File: src/rtl/pipe_adder_pkg.sv
// Shared constants and mode encoding for the skewed pipelined adder.
package pipe_adder_pkg;

    localparam int unsigned DefWidth  = 32;
    localparam int unsigned DefStages = 4;

    typedef enum logic {
        MODE_ADD = 1'b0,
        MODE_SUB = 1'b1
    } mode_e;

endpackage

File: src/rtl/adder_chunk.sv
// Combinational CW-bit ripple-carry slice; also exposes the carry into its MSB for overflow.
module adder_chunk #(
    parameter int unsigned CW = 8
) (
    input  logic [CW-1:0] i_a,
    input  logic [CW-1:0] i_b,
    input  logic          i_c,
    output logic [CW-1:0] o_s,
    output logic          o_c,
    output logic          o_c_msb
);

    always_comb begin
        logic [CW:0] w_carry;
        w_carry    = '0;
        w_carry[0] = i_c;
        o_s        = '0;
        for (int i = 0; i < CW; i++) begin
            o_s[i]       = i_a[i] ^ i_b[i] ^ w_carry[i];
            w_carry[i+1] = (i_a[i] & i_b[i]) | (w_carry[i] & (i_a[i] ^ i_b[i]));
        end
        o_c     = w_carry[CW];
        o_c_msb = w_carry[CW-1];
    end

endmodule

File: src/rtl/pipe_adder.sv
// Skewed pipelined add/subtract: stage k resolves chunk k and forwards operands and partial sum.
// Per-stage valid bits with a ready chain give full throughput and bubble collapsing.
module pipe_adder
    import pipe_adder_pkg::*;
#(
    parameter int unsigned WIDTH  = DefWidth,
    parameter int unsigned STAGES = DefStages
) (
    input  logic             clk,
    input  logic             rst_n,
    input  logic             in_valid,
    output logic             in_ready,
    input  logic [WIDTH-1:0] a,
    input  logic [WIDTH-1:0] b,
    input  logic             sub,
    input  logic             c_in,
    output logic             out_valid,
    input  logic             out_ready,
    output logic [WIDTH-1:0] sum,
    output logic             c_out,
    output logic             ovf,
    output logic             zero
);

    localparam int unsigned CW = WIDTH / STAGES;

    mode_e             w_mode;
    logic [STAGES:0]   w_en;
    logic [STAGES-1:0] w_v_src;
    logic [STAGES-1:0] r_v;

    logic [WIDTH-1:0] w_a_in  [STAGES];
    logic [WIDTH-1:0] w_b_in  [STAGES];
    logic [WIDTH-1:0] w_s_in  [STAGES];
    logic [WIDTH-1:0] w_s_new [STAGES];
    logic [CW-1:0]    w_chunk [STAGES];
    logic             w_c_in  [STAGES];
    logic             w_c_out [STAGES];
    logic             w_c_msb [STAGES];

    logic [WIDTH-1:0] r_a [STAGES];
    logic [WIDTH-1:0] r_b [STAGES];
    logic [WIDTH-1:0] r_s [STAGES];
    logic             r_c [STAGES];

    logic [WIDTH-1:0] r_sum;
    logic             r_c_out;
    logic             r_ovf;
    logic             r_zero;

    assign w_mode = mode_e'(sub);

    // A stage may load when empty or when the stage after it is loading too.
    always_comb begin
        w_en         = '0;
        w_en[STAGES] = out_ready;
        for (int k = STAGES - 1; k >= 0; k--) begin
            w_en[k] = ~r_v[k] | w_en[k+1];
        end
    end

    assign w_v_src = STAGES'({r_v, in_valid});

    for (genvar k = 0; k < STAGES; k++) begin : g_stage
        if (k == 0) begin : g_head
            assign w_a_in[k] = a;
            assign w_b_in[k] = (w_mode == MODE_SUB) ? ~b : b;
            assign w_s_in[k] = '0;
            assign w_c_in[k] = (w_mode == MODE_SUB) ? ~c_in : c_in;
        end else begin : g_body
            assign w_a_in[k] = r_a[k-1];
            assign w_b_in[k] = r_b[k-1];
            assign w_s_in[k] = r_s[k-1];
            assign w_c_in[k] = r_c[k-1];
        end

        adder_chunk #(
            .CW(CW)
        ) u_chunk (
            .i_a    (w_a_in[k][k*CW +: CW]),
            .i_b    (w_b_in[k][k*CW +: CW]),
            .i_c    (w_c_in[k]),
            .o_s    (w_chunk[k]),
            .o_c    (w_c_out[k]),
            .o_c_msb(w_c_msb[k])
        );

        // Chunks not yet resolved are still zero in the forwarded partial sum.
        assign w_s_new[k] = w_s_in[k] | (WIDTH'(w_chunk[k]) << (k * CW));
    end

    always_ff @(posedge clk or negedge rst_n) begin
        if (!rst_n) begin
            r_v <= '0;
        end else begin
            for (int k = 0; k < STAGES; k++) begin
                if (w_en[k]) r_v[k] <= w_v_src[k];
            end
        end
    end

    always_ff @(posedge clk) begin
        for (int k = 0; k < STAGES - 1; k++) begin
            if (w_en[k]) begin
                r_a[k] <= w_a_in[k];
                r_b[k] <= w_b_in[k];
                r_s[k] <= w_s_new[k];
                r_c[k] <= w_c_out[k];
            end
        end
    end

    always_ff @(posedge clk or negedge rst_n) begin
        if (!rst_n) begin
            r_sum   <= '0;
            r_c_out <= 1'b0;
            r_ovf   <= 1'b0;
            r_zero  <= 1'b0;
        end else if (w_en[STAGES-1]) begin
            r_sum   <= w_s_new[STAGES-1];
            r_c_out <= w_c_out[STAGES-1];
            r_ovf   <= w_c_out[STAGES-1] ^ w_c_msb[STAGES-1];
            r_zero  <= (w_s_new[STAGES-1] == '0);
        end
    end

    assign in_ready  = rst_n & w_en[0];
    assign out_valid = r_v[STAGES-1];
    assign sum       = r_sum;
    assign c_out     = r_c_out;
    assign ovf       = r_ovf;
    assign zero      = r_zero;

endmodule

File: config.mk
export PLATFORM = sky130hd
export DESIGN_NAME = pipe_adder
export DESIGN_NICKNAME = d
export VERILOG_FILES = /design/src/rtl/pipe_adder_pkg.sv /design/src/rtl/adder_chunk.sv /design/src/rtl/pipe_adder.sv
export SDC_FILE = /design/constraint.sdc
export NUM_CORES = 1
export LEC_CHECK = 0
export ABC_AREA = 1
export CORE_ASPECT_RATIO = 0.5
export CORE_UTILIZATION = 49
export DETAILED_ROUTE_END_ITERATION = 12
export GPL_TIMING_DRIVEN = 0
export PLACE_DENSITY = 0.75
export SLEW_MARGIN = 20
export SYNTH_ARGS = -nofsm -noshare
export SYNTH_HDL_FRONTEND = slang
export SYNTH_SLANG_ARGS = --single-unit
File: constraint.sdc
create_clock -name clk -period 3.7 [get_ports clk]
set_input_delay 0.74 -clock clk [delete_from_list [all_inputs] [get_ports clk]]
set_output_delay 0.74 -clock clk [all_outputs]
set_load 0.02 [all_outputs]
==> results by group <==
Timing
  • Final worst path period share: 105.6%
  • Slew Limit Fails: 0
  • Final setup violation count: 2
  • Slew headroom: 49.96%
  • Final worst slack: -0.2089 ns
  • Final critical-path required period: approximately 3.9 ns
  • FMAX: 255.8 MHz
  • Max Clock Skew: 0.01166 ns
  • Worst Tran Pin Value: 0.7506 ns
  • Fin. Hold Viols: 0
  • RSZ-0062 raised after global routing: true

Power
  • Max IR drop VDD: 363.4 uV
  • Pwr Total: between 0.005 and 0.006 W
  • Pleak: 3.721 nW
  • Pwr Density: 634.4 mW/mm^2

Worst setup path
  • WP data arrival: 4.06 ns
  • Nature of the critical path startpoint: primary input
  • Cell mode on critical path: fa_2
  • CP max-delay cell: fa_2
  • Crit path kind: in -> reg
  • Cell family with most CP delay: adder cells
  • CP Cell Sequence: buf_12, buf_12, xnor2_4, fa_2, inv_2, fa_2, inv_2, fa_2, fa_2, fa_2, fa_2, fa_2, inv_2, fa_1
  • Largest stage delay, worst path: 0.38 ns
  • Buf+Inv Stages, Crit Path: 5
  • Crit. End Element: flop
  • Critical Path RT: roughly 3.9 ns
  • CP Max Fanout: 4

Placement
  • Pre-CTS setup slack: -0.9527 ns
  • Port bufs: 105
  • DP HPWL: 8.421 mm
  • RePlAce Congestion: 0.7553
  • Placed cell count: 747

Final layout
  • Share of layout cells above drive strength 1: around 17%
  • Fill cells: 994
  • Number of antenna repair diodes: 0
  • Layout area overhead: 29.28%
  • Finished Layout Cells: 785
  • Nets: ~680

Clock network
  • H-tree depth: 4
  • Root buf cell: clkbuf_16
  • Clock Pin Slew Worst Setup and Hold Paths: 0.06 ns
  • TritonCTS buffer count: 17
  • Clk_lat worst skew: 0.42 ns
  • CTS Buffer Depth: 2
  • CTS tree: done
  • Clock Sinks: 186

Routing
  • Vias per cell: around 4.5
  • Drt pass-1 iters: 4
  • Post-route ant nets: 0
  • Wire per inst: ~15 um
  • Via count: 3564
  • Initial drt markers: 221
  • Total wire length: 11.79 mm
  • # DRC: 0

Floorplanning
  • Die ar.: 0.01516 mm^2
  • FP Rows: 30
  • Core Region: 0.01393 mm^2
  • Horiz. Die Dim: 173.1 um
  • Chip height: between 80 and 90 um
  • Initial Util: around half
  • Ports: 107

Logic synthesis
  • Synth Register Bits: 186
  • Synth cell types: 21
  • Synth Area in Adders: around 9%
  • Register area share after synthesis: 75.13%
  • Syn_nets: 549
  • Synth Instances: 447
  • Syn Area/Cell: between 15 and 20 um^2
  • Largest family of logic cells by synthesized area: adder cells
  • Post-Synth Simple-Gate Area: around 6.0%
  • Post-synthesis xor/xnor area fraction: 4.151%
  • Mux cell area share after synthesis: 0%
  • Synth Area in Compound Gates: 1.116%
  • Synth warn: 0
  • Mapped cell area: 0.007174 mm^2

Job
  • Max Cap Viol: 0

Global routing
  • Largest net degree at the start of global routing: 51
  • Vias in the first global route: 3696
  • Initial antenna violation count: 0
  • First-pass GRT wire length: 18.53 mm
  • GRT overflow: 0
  • Total track usage: 16.72%

Outcome
  • Failing checks: negative setup slack
  • Outcome: finished, violations left

Worst hold path
  • Worst min path class: in -> async
## synth_stat cells
cell type | number | area [um^2]
buf_4 | 4 | 30.03
buf_6 | 6 | 67.56
nand3_1 | 4 | 20.02
nand4_1 | 1 | 6.260
xnor2_1 | 7 | 61.31
o21ai_0 | 13 | 65.06
and2_1 | 1 | 6.260
edfxtp_1 | 147 | 4414
nor2_1 | 15 | 56.30
buf_2 | 1 | 5.000
inv_4 | 1 | 6.260
inv_1 | 60 | 225.2
dfrtp_1 | 39 | 975.9
o21ai_1 | 3 | 15.01
or2_2 | 1 | 6.260
nand2_2 | 1 | 6.260
nand2_1 | 82 | 307.8
fa_1 | 32 | 640.6
nand3_2 | 1 | 10.01
nand4_2 | 1 | 12.51
xor2_1 | 27 | 236.5
## area by class of cell
| class | instances | area [um^2] | area share, % |
|---|---|---|---|
| tap | 192 | 240.2 | 2.590 |
| buffer | 11 | 123.9 | 1.335 |
| clock inverter | 11 | 96.34 | 1.039 |
| clock buffer | 21 | 460.4 | 4.964 |
| timing repair buffer | 114 | 1154 | 12.44 |
| inverter | 61 | 231.5 | 2.496 |
| multi-input combinational | 189 | 1579 | 17.02 |
| sequential | 186 | 5390 | 58.11 |
## worst paths after layout
path,startpoint,end,slack [ns],cells past startpoint
worst max-delay path,sub,r_s[0][7],-0.21,14
worst min-delay path,rst_n,sum[5],0.33,1
worst max register to register,r_a[0][88],zero,-0.12,17
worst min register to register,r_b[0][28],r_b[0][60],0.42,0
max in group asynchronous,rst_n,ovf,2.87,2
min in group clk,r_b[0][28],r_b[0][60],0.42,0
## power by group
group | internal [W] | switching [W]
Clock | 0.000962 | 0.000735
Combinational | 0.000543 | 0.000611
Sequential | 0.00283 | 0.000203
Total | 0.00433 | 0.00155
## registers in the layout, summed over array words and instances (netlist names)
name and flops:
sum 32, r_s 48, c_out 1, ovf 1, r_c 3, zero 1, r_a 48, r_b 48
r_v 4
## worst register-to-register path, delay by kind of cell, from the launching register on
kind | cells | cell delay (ns)
simple gates | 5 | 0.28
fa+ha+maj | 8 | 2.77
flops | 1 | 0.40
buf+inv | 4 | 0.27
## through the flow
stage	util (%)	hold WS, ns	TNS [ns]	instance area (um^2)
detailed placement	62.04	0.4045	-3.364	8640
finish	66.60	0.3310	-0.3265	9275
global placement	61.42	0.4011	-31.88	8553
floorplan	-	0.4003	-1.137	7262
CTS	66.59	0.3312	-0.7493	9273
global route	66.60	0.3567	-0.7275	9275
## placed cells by master (no fill, tap or decap)
| cell type | instances |
|---|---|
| xnor2_4 | 2 |
| buf_2 | 3 |
| nor2_1 | 15 |
| nand2_2 | 2 |
| bufinv_16 | 1 |
| fa_1 | 5 |
| fa_2 | 27 |
| o21ai_1 | 4 |
| nand3_4 | 1 |
| and2_1 | 1 |
| nand2_1 | 81 |
| clkdlybuf4s50_1 | 101 |
| inv_4 | 1 |
| clkbuf_16 | 17 |
| or2_2 | 1 |
| clkbuf_1 | 2 |
| nand4_4 | 1 |
| o21ai_0 | 12 |
| nand3_2 | 1 |
| clkdlybuf4s15_2 | 1 |
| clkinv_2 | 3 |
| buf_6 | 5 |
| dfrtp_1 | 39 |
| xor2_1 | 27 |
| buf_4 | 9 |
| dlygate4sd2_1 | 1 |
| nand3_1 | 3 |
| nand4_1 | 1 |
| buf_16 | 1 |
| clkinvlp_4 | 4 |
| buf_12 | 4 |
| clkbuf_8 | 2 |
| inv_1 | 50 |
| inv_2 | 10 |
| clkinv_1 | 1 |
| inv_6 | 2 |
| edfxtp_1 | 147 |
| xnor2_1 | 5 |
## routing by layer
layer  wire length [um]  GRT usage (%)  share of wire (%)
met3                382          3.342                3.2
met4                 72          6.034               0.61
met1               5444          22.29                 46
met2               5890          28.15                 50
met5                  0              0                  0
## repair_timing
action	4_1_cts	5_1_grt
gates resized for setup	23	3
pin swaps	16	18
setup buffers	6	0
setup endpoints to repair	9	8
hold buffers	0	0
## cell families (layout without fill, tap and decap cells)
kind of cell,Yosys count,after routing
flip-flops,186,186
AND/OR/NAND/NOR,107,107
buffers and inverters,72,218
XOR/XNOR,34,34
adder cells (fa/ha/maj),32,32
AO/OA/AOI/OAI,16,16
Note: power is estimated with default switching activity, not from simulation.
